==> src/rtl/out_uart_tx.sv <==
// out_uart_tx: OUT-port peripheral. Bytes strobed in with oi are queued in a
// small FIFO and serialised LSB-first onto an 8N1 UART line. stall holds the
// CPU while the FIFO is full.
// Optional build macro: OUT_UART_PARITY_EN adds an even-parity bit (8E1).
`timescale 1ns/1ps

module out_uart_tx #(
  parameter int CLKS_PER_BIT = 4,
  parameter int FIFO_DEPTH   = 4
) (
  input  logic       clk,
  input  logic       rst_n,
  input  logic [7:0] data_in,
  input  logic       oi,
  output logic       stall,
  output logic       full,
  output logic       empty,
  output logic       busy,
  output logic       tx,
  output logic [7:0] frames_sent
);

  localparam int AW = $clog2(FIFO_DEPTH);
  localparam int CW = $clog2(CLKS_PER_BIT);
  localparam logic [CW-1:0] BAUD_LAST = CW'(CLKS_PER_BIT - 1);

`ifdef OUT_UART_PARITY_EN
  typedef enum logic [2:0] {S_IDLE, S_START, S_DATA, S_PARITY, S_STOP} state_t;
`else
  typedef enum logic [2:0] {S_IDLE, S_START, S_DATA, S_STOP} state_t;
`endif

  // FIFO storage and pointers (extra MSB distinguishes full from empty)
  logic [7:0]    r_mem [FIFO_DEPTH];
  logic [AW:0]   r_wptr, r_rptr;
  logic          r_full, r_empty;
  logic          w_push, w_pop;
  logic [AW:0]   w_wptr_nxt, w_rptr_nxt;
  logic          w_full_nxt, w_empty_nxt;
  logic [7:0]    w_head;

  // Transmitter state
  state_t        r_state, w_state_nxt;
  logic [CW-1:0] r_baud, w_baud_nxt;
  logic [2:0]    r_bit, w_bit_nxt;
  logic [7:0]    r_shift, w_shift_nxt;
  logic          r_tx, w_tx_nxt;
  logic [7:0]    r_frames, w_frames_nxt;
  logic          w_bit_end;
`ifdef OUT_UART_PARITY_EN
  logic          r_par, w_par_nxt;
`endif

  // A full FIFO rejects the write even if the FSM pops on the same edge
  assign w_push      = oi & ~r_full;
  assign w_pop       = (r_state == S_IDLE) & ~r_empty;
  assign w_wptr_nxt  = r_wptr + (AW+1)'(w_push);
  assign w_rptr_nxt  = r_rptr + (AW+1)'(w_pop);
  assign w_empty_nxt = (w_wptr_nxt == w_rptr_nxt);
  assign w_full_nxt  = (w_wptr_nxt[AW] != w_rptr_nxt[AW]) &&
                       (w_wptr_nxt[AW-1:0] == w_rptr_nxt[AW-1:0]);
  assign w_head      = r_mem[r_rptr[AW-1:0]];
  assign w_bit_end   = (r_baud == BAUD_LAST);

  assign stall       = oi & r_full;
  assign full        = r_full;
  assign empty       = r_empty;
  assign busy        = (r_state != S_IDLE);
  assign tx          = r_tx;
  assign frames_sent = r_frames;

  // FIFO data array: written on accepted strobes, contents need no reset
  always_ff @(posedge clk) begin
    if (w_push) r_mem[r_wptr[AW-1:0]] <= data_in;
  end

  // FIFO pointers and flags, registered together
  always_ff @(posedge clk or negedge rst_n) begin
    if (!rst_n) begin
      r_wptr  <= '0;
      r_rptr  <= '0;
      r_full  <= 1'b0;
      r_empty <= 1'b1;
    end else begin
      r_wptr  <= w_wptr_nxt;
      r_rptr  <= w_rptr_nxt;
      r_full  <= w_full_nxt;
      r_empty <= w_empty_nxt;
    end
  end

  // Transmitter next-state, baud/bit counting and serial output
  always_comb begin
    w_state_nxt  = r_state;
    w_baud_nxt   = r_baud;
    w_bit_nxt    = r_bit;
    w_shift_nxt  = r_shift;
    w_tx_nxt     = r_tx;
    w_frames_nxt = r_frames;
`ifdef OUT_UART_PARITY_EN
    w_par_nxt    = r_par;
`endif
    case (r_state)
      S_IDLE: begin
        w_baud_nxt = '0;
        w_tx_nxt   = 1'b1;
        if (!r_empty) begin
          w_shift_nxt = w_head;
`ifdef OUT_UART_PARITY_EN
          w_par_nxt   = ^w_head;
`endif
          w_state_nxt = S_START;
          w_tx_nxt    = 1'b0;
        end
      end
      S_START: begin
        if (w_bit_end) begin
          w_baud_nxt  = '0;
          w_bit_nxt   = 3'd0;
          w_state_nxt = S_DATA;
          w_tx_nxt    = r_shift[0];
        end else begin
          w_baud_nxt = r_baud + CW'(1);
        end
      end
      S_DATA: begin
        if (w_bit_end) begin
          w_baud_nxt = '0;
          if (r_bit == 3'd7) begin
`ifdef OUT_UART_PARITY_EN
            w_state_nxt = S_PARITY;
            w_tx_nxt    = r_par;
`else
            w_state_nxt = S_STOP;
            w_tx_nxt    = 1'b1;
`endif
          end else begin
            w_shift_nxt = r_shift >> 1;
            w_tx_nxt    = r_shift[1];
            w_bit_nxt   = r_bit + 3'd1;
          end
        end else begin
          w_baud_nxt = r_baud + CW'(1);
        end
      end
`ifdef OUT_UART_PARITY_EN
      S_PARITY: begin
        if (w_bit_end) begin
          w_baud_nxt  = '0;
          w_state_nxt = S_STOP;
          w_tx_nxt    = 1'b1;
        end else begin
          w_baud_nxt = r_baud + CW'(1);
        end
      end
`endif
      S_STOP: begin
        if (w_bit_end) begin
          w_baud_nxt   = '0;
          w_frames_nxt = r_frames + 8'd1;
          w_state_nxt  = S_IDLE;
          w_tx_nxt     = 1'b1;
        end else begin
          w_baud_nxt = r_baud + CW'(1);
        end
      end
      default: begin
        w_state_nxt = S_IDLE;
        w_baud_nxt  = '0;
        w_tx_nxt    = 1'b1;
      end
    endcase
  end

  // Transmitter control registers; reset abandons any frame in flight
  always_ff @(posedge clk or negedge rst_n) begin
    if (!rst_n) begin
      r_state  <= S_IDLE;
      r_baud   <= '0;
      r_bit    <= 3'd0;
      r_tx     <= 1'b1;
      r_frames <= 8'd0;
    end else begin
      r_state  <= w_state_nxt;
      r_baud   <= w_baud_nxt;
      r_bit    <= w_bit_nxt;
      r_tx     <= w_tx_nxt;
      r_frames <= w_frames_nxt;
    end
  end

  // Shifter (and parity) datapath, loaded on pop
  always_ff @(posedge clk) begin
    r_shift <= w_shift_nxt;
`ifdef OUT_UART_PARITY_EN
    r_par   <= w_par_nxt;
`endif
  end

endmodule

==> config.mk <==
export PLATFORM = sky130hd
export DESIGN_NAME = out_uart_tx
export DESIGN_NICKNAME = d
export VERILOG_FILES = /design/src/rtl/out_uart_tx.sv
export SDC_FILE = /design/constraint.sdc
export NUM_CORES = 1
export LEC_CHECK = 0
export ABC_CLOCK_PERIOD_IN_PS = 1600
export CAP_MARGIN = 20
export CORE_ASPECT_RATIO = 0.75
export CORE_MARGIN = 1
export CORE_UTILIZATION = 56
export CTS_CLUSTER_SIZE = 20
export DETAILED_ROUTE_END_ITERATION = 10
export DONT_BUFFER_PORTS = 1
export PLACE_DENSITY = 0.82
export SYNTH_ARGS = -nofsm -noshare
export SYNTH_HDL_FRONTEND = slang
export SYNTH_SLANG_ARGS = --single-unit
==> constraint.sdc <==
create_clock -name clk -period 1.6 [get_ports clk]
set_input_delay 0.24 -clock clk [delete_from_list [all_inputs] [get_ports clk]]
set_output_delay 0.24 -clock clk [all_outputs]
set_load 0.1 [all_outputs]
=== Word level (Yosys, flattened, before mapping) ===
Memories as Yosys holds them, arrays and structs flattened.
Cells that the tools add are included.
W data, S select, Z words.

* Register bits after elaboration: 33
* Memory bits (writable): 32
* Input port bits: 11
* Logic and storage cells: 69
* Memories kept: 1

* Add/sub/neg operators: 5
* Equality and inequality tests: 14
* Multiplexer cells: 23
* Bitwise logic cells: 5
* Reductions and logical operators: 11

{| class="wikitable"
|+ Memory list
! name !! words !! bits a word !! read ports !! clocked after memory_dff !! wr ports !! RTL line !! source
|-
| r_mem || 4 || 8 || 1 || 0 || 1 || 34 || <nowiki>logic [7:0] r_mem [FIFO_DEPTH];</nowiki>
|}

{| class="wikitable"
|+ Operators by type and width
! cell !! number
|-
| $mux W8 || 3
|-
| $mux W3 || 7
|-
| $pmux W8 S2 || 1
|-
| $ne A2 B2 Y1 const B || 6
|-
| $pmux W3 S4 || 1
|-
| $add A8 B1 Y8 const B || 1
|-
| $reduce_and A4 Y1 || 2
|-
| $mux W1 || 7
|-
| $add A3 B1 Y3 || 2
|-
| $eq A3 B2 Y1 const B || 2
|-
| $pmux W3 S2 || 1
|-
| $reduce_and A5 Y1 || 1
|-
| $mux W2 || 2
|-
| $pmux W1 S4 || 1
|-
| $reduce_bool A2 Y1 || 2
|-
| $add A3 B1 Y3 const B || 1
|-
| $and A1 B1 Y1 || 3
|-
| $eq A3 B1 Y1 const B || 1
|-
| $eq A3 B3 Y1 || 1
|-
| $eq A3 B3 Y1 const B || 1
|-
| $logic_not A3 Y1 || 1
|-
| $reduce_and A3 Y1 || 1
|-
| $reduce_bool A3 Y1 || 1
|-
| $reduce_or A3 Y1 || 1
|-
| 7 further kinds || 8
|}

=== Longest topological paths before layout ===
* Word-level depth: 5
* Gate-level depth with buffers: 9
* Depth with buffers taken out: 9

=== Worst setup path after synthesis ===
OpenSTA, ideal clock, no wires.

* Path kind: flip-flop to flip-flop
* From: reg r_state[0]
* To: reg r_empty, in the netlist empty
* Library setup time: 0.084 ns
* Arrival: 2.341 ns
* Path slack: -0.825 ns
* Stages on the path, launching flop included: 10
* Path buffers: 0
* Path through: dfrtp_1 inv_1 ha_1 inv_1 nor2_1 ha_1 ha_1 xnor2_1 xor2_1 nor3b_1

* Cells in the longest elaborated chain, start to end: 4

{| class="wikitable"
|+ RTL lines
! element !! RTL line !! source
|-
| start, declared || 43 || <nowiki>state_t r_state, w_state_nxt;</nowiki>
|-
| start signal, assigned || 184 || <nowiki>r_state <= w_state_nxt;</nowiki>
|-
| $logic_not A3 Y1 || 56 || <nowiki>assign w_pop = (r_state == S_IDLE) & ~r_empty;</nowiki>
|-
| $and A1 B1 Y1 || 56 ||
|-
| $add A3 B1 Y3 || 58 || <nowiki>assign w_rptr_nxt = r_rptr + (AW+1)'(w_pop);</nowiki>
|-
| $eq A3 B3 Y1 || 59 || <nowiki>assign w_empty_nxt = (w_wptr_nxt == w_rptr_nxt);</nowiki>
|-
| via w_empty_nxt || 39 || <nowiki>logic w_full_nxt, w_empty_nxt;</nowiki>
|-
| end signal, assigned || 88 || <nowiki>r_empty <= w_empty_nxt;</nowiki>
|-
| end, declared || 36 || <nowiki>logic r_full, r_empty;</nowiki>
|}

The timed path passes the listed nets, and every way through them passes these cells.
A chain may end at the register's enable or synchronous reset.

=== Worst setup path after layout ===
* From: reg r_state[1]
* To: reg r_empty, in the netlist empty

The elaborated chain is that of the path after synthesis.

==> metrics.md <==
| Metric | Value |
|---|---|
| Worst slew pin tran | about 0.58 ns |
| Post-synth top flop | edfxtp_1 |
| # diodes | 0 |
| Grt peak-use layer | met2 |
| Core Util, Final | roughly 79% |
| H-tree levels | 3 |
| Async S/R FF share, synth | between 30% and 40% |
| Mapped Nets | 204 |
| DIE HEIGHT | ~63 um |
| Core area | 4570 um^2 |
| Horiz. Die Dim | 82.8 um |
| Synth warn | 0 |
| Total grt overflow | 0 |
| DR iter-0 viols | between 200 and 250 |
| Final Critical Period | approximately 1.8 ns |
| Slew Viols, Final | 0 |
| CTS max path bufs | 2 |
| Status | finished with violations |
| Vias in the first global route | around 1900 |
| R2r setup slk | -0.20 ns |
| Sequential share of the synthesized area | 65.9% |
| CP peak stage delay | 0.42 ns |
| Final Power | 7.97 mW |
| Cell Chain, Critical Path | inv_2 > ha_4 > clkinvlp_4 > nor2_4 > ha_4 > ha_4 > xnor2_4 > xor2_2 > nor3b_2 |
| Syn_area_per_cell | 15.2 um^2 |
| Reg2Reg Launch Point | r_state[1] |
| Drt drc | 0 |
| Pleak | approximately 1.4 nW |
| FP Rows | 21 |
| Hold Crit Class | in2reg |
| Design area | 3620 um^2 |
| Met1 GRT Util | 32.9% |
| Number of synthesized flops with an enable pin | 40 |
| Clock Skew | about 0.013 ns |
| RR Endpoint | empty |
| Via count | 1829 |
| M3 GR Usage | a little over a tenth |
| Commonest non-fill, non-tap cell in the layout | edfxtp_1 |
| CTS tree | built |
| Worst Path Required | 1.87 ns |
| Commonest cells after routing, fill and taps aside | edfxtp_1 (40), nand2_1 (26), buf_4 (26) |
| Worst Path Arrival | 2.06 ns |
| CP Class | reg2reg |
| CP startpoint | r_state[1] |
| Max transition margin | 61.2% |
| Initial antenna violation count | 0 |
| Failing checks | setup timing |
| Pwr/cell area | 2200 nW/um^2 |
| First-pass GRT wire length | 9.75 mm |
| Flops & latches, synth | 64 |
| Crit-path most repeated cell | ha_4 |
| Reported max-cap violation count | 0 |
| IO Port Bufs | 0 |
| CP max-delay cell | dfrtp_1 |
| Final Cycle Share | 112% |
| Mapped Area | 2740 um^2 |
| IO Pins | 24 |
| Clk root buf | clkbuf_8 |
| CP Launch Type | flop |
| Final net count | 254 |
| GP Congestion | approximately 0.91 |
| Die area | 5180 um^2 |
| Critical Path End | empty |
| Worst vdd ir | 0.00163 V |
| Routed len/inst | 23.0 um |
| Sink Count | 64 |
| Mapped Cells | 180 |
| RSZ-0062 raised after global routing | yes |
| Final WL | 6.72 mm |
| Antenna viol nets, final | 0 |
| Gr usage total | 27.9% |
| Pin count of the biggest net entering global routing | 25 |
| Cell Area, Placed | 3090 um^2 |
| Layout cells sized above 1 | a little over two fifths |
| Starting Density | 59.9% |
| R2R cell count | 9 |
| CTS Buf Count | 9 |
| Worst-path clk slew | around 0.08 ns |
| Distinct cell type count after synthesis | 36 |
| Post-DP HPWL | around 3.6 mm |
| Via/cell ratio | 6.26 |
| Worst setup margin | -0.198 ns |
| Final setup violation count | 15 |
| Global Route met2 Usage | between 40% and 50% |
| CP Max Fanout | 2 |
| Layout area overhead | 32.0% |
| First-pass DRT Iterations | 7 |
| Max Fclk | 556 MHz |
| Kind of end point of the critical path | flop |
| Final Hold Vio Count | 0 |
| Worst-Skew Late Latency | roughly 0.34 ns |
## repair_timing
item,CTS,global route
gates resized for setup,15,26
pin swaps,4,9
buffers inserted,3,6
hold buffers,9,0
hold endpoints to repair,56,0
endpoints found under the setup margin,17,38
## worst max-delay path, delay by kind of cell, from the launching register on
family	cells	cell delay [ns]
buffers and inverters	2	0.22
xor gates and xnor gates	2	0.29
adders and majority gates	3	0.47
and+or+nand+nor	2	0.31
DFF	1	0.42
## state kept, by name, indices dropped and copies added, names as in the netlist
signal       cells
full             1
r_state          2
r_wptr           3
empty            1
frames_sent      8
r_baud           2
r_bit            3
tx               1
r_shift          8
r_rptr           3
r_mem           32
## through the flow
stage	instances	TNS, ns	worst slack (ns)	hold slack (ns)
2_1_floorplan	180	-4.44	-0.548	-0.0556
3_3_place_gp	259	-0.0758	-0.0533	-0.0552
3_5_place_dp	259	-1.27	-0.131	-0.0551
4_1_cts	286	-0.215	-0.127	0.263
5_1_grt	292	-1.45	-0.235	0.300
6_report	292	-0.853	-0.198	0.293
## worst min-delay path by stage
stage,to,depth (start not counted),from,slack [ns]
final,r_wptr[0],3,oi,0.29
after CTS,r_wptr[0],3,oi,0.26
after detailed placement,r_wptr[2],0,rst_n,-0.06
after floorplan,frames_sent[0],0,rst_n,-0.06
after global routing,r_wptr[0],3,oi,0.30
after global placement,r_wptr[2],0,rst_n,-0.06
## per-layer routing
metal	vias up	share of wire, %
met2	126	50
met4	0	4.6
met5	-	0
met3	35	8.0
met1	912	38
li1	756	-
## power by group
group	total (mW)	internal, mW	switching (mW)	leakage (nW)
registers	2.71	2.37	0.341	0.645
logic	3.92	1.84	2.08	0.713
clock network	1.34	0.709	0.628	0.0836
total	7.97	4.92	3.05	1.44
## cells by family (layout without fill, tap and decap cells)
kind of cell,Yosys count,after routing,share of synthesized area (%)
compound gates,10,10,2.60
xor+xnor,13,13,4.71
fa+ha+maj,13,13,5.94
buf+inv,12,67,2.10
flops,64,64,65.9
mux,13,13,8.73
simple gates,55,55,10.1
## Yosys cell counts (all sizes together), types with 2 or more instances
master	n	area (um^2)
nor2b	4	25.0
xnor2	4	35.0
nor3b	2	15.0
dfrtp	22	551
nand3	3	20.0
and2	3	18.8
nor3	5	30.0
ha	13	163
nand2	29	109
nor2	3	11.3
dfstp	2	52.6
mux2	4	48.8
xor2	8	70.1
inv	7	26.3
o21ai	4	20.0
mux4	8	180
clkbuf	2	7.51
and3	3	18.8
edfxtp	40	1200
buf	3	23.8
a22oi	2	15.0
## cell type report
type,count,area [um^2]
sequential,64,1820
tap,57,71.3
clock inverter,6,60.1
inverter,7,30.0
fill,227,956
timing repair buffer,44,429
multi-input combinational,104,1080
clock buffer,10,128
(Power assumes the default switching activity.)
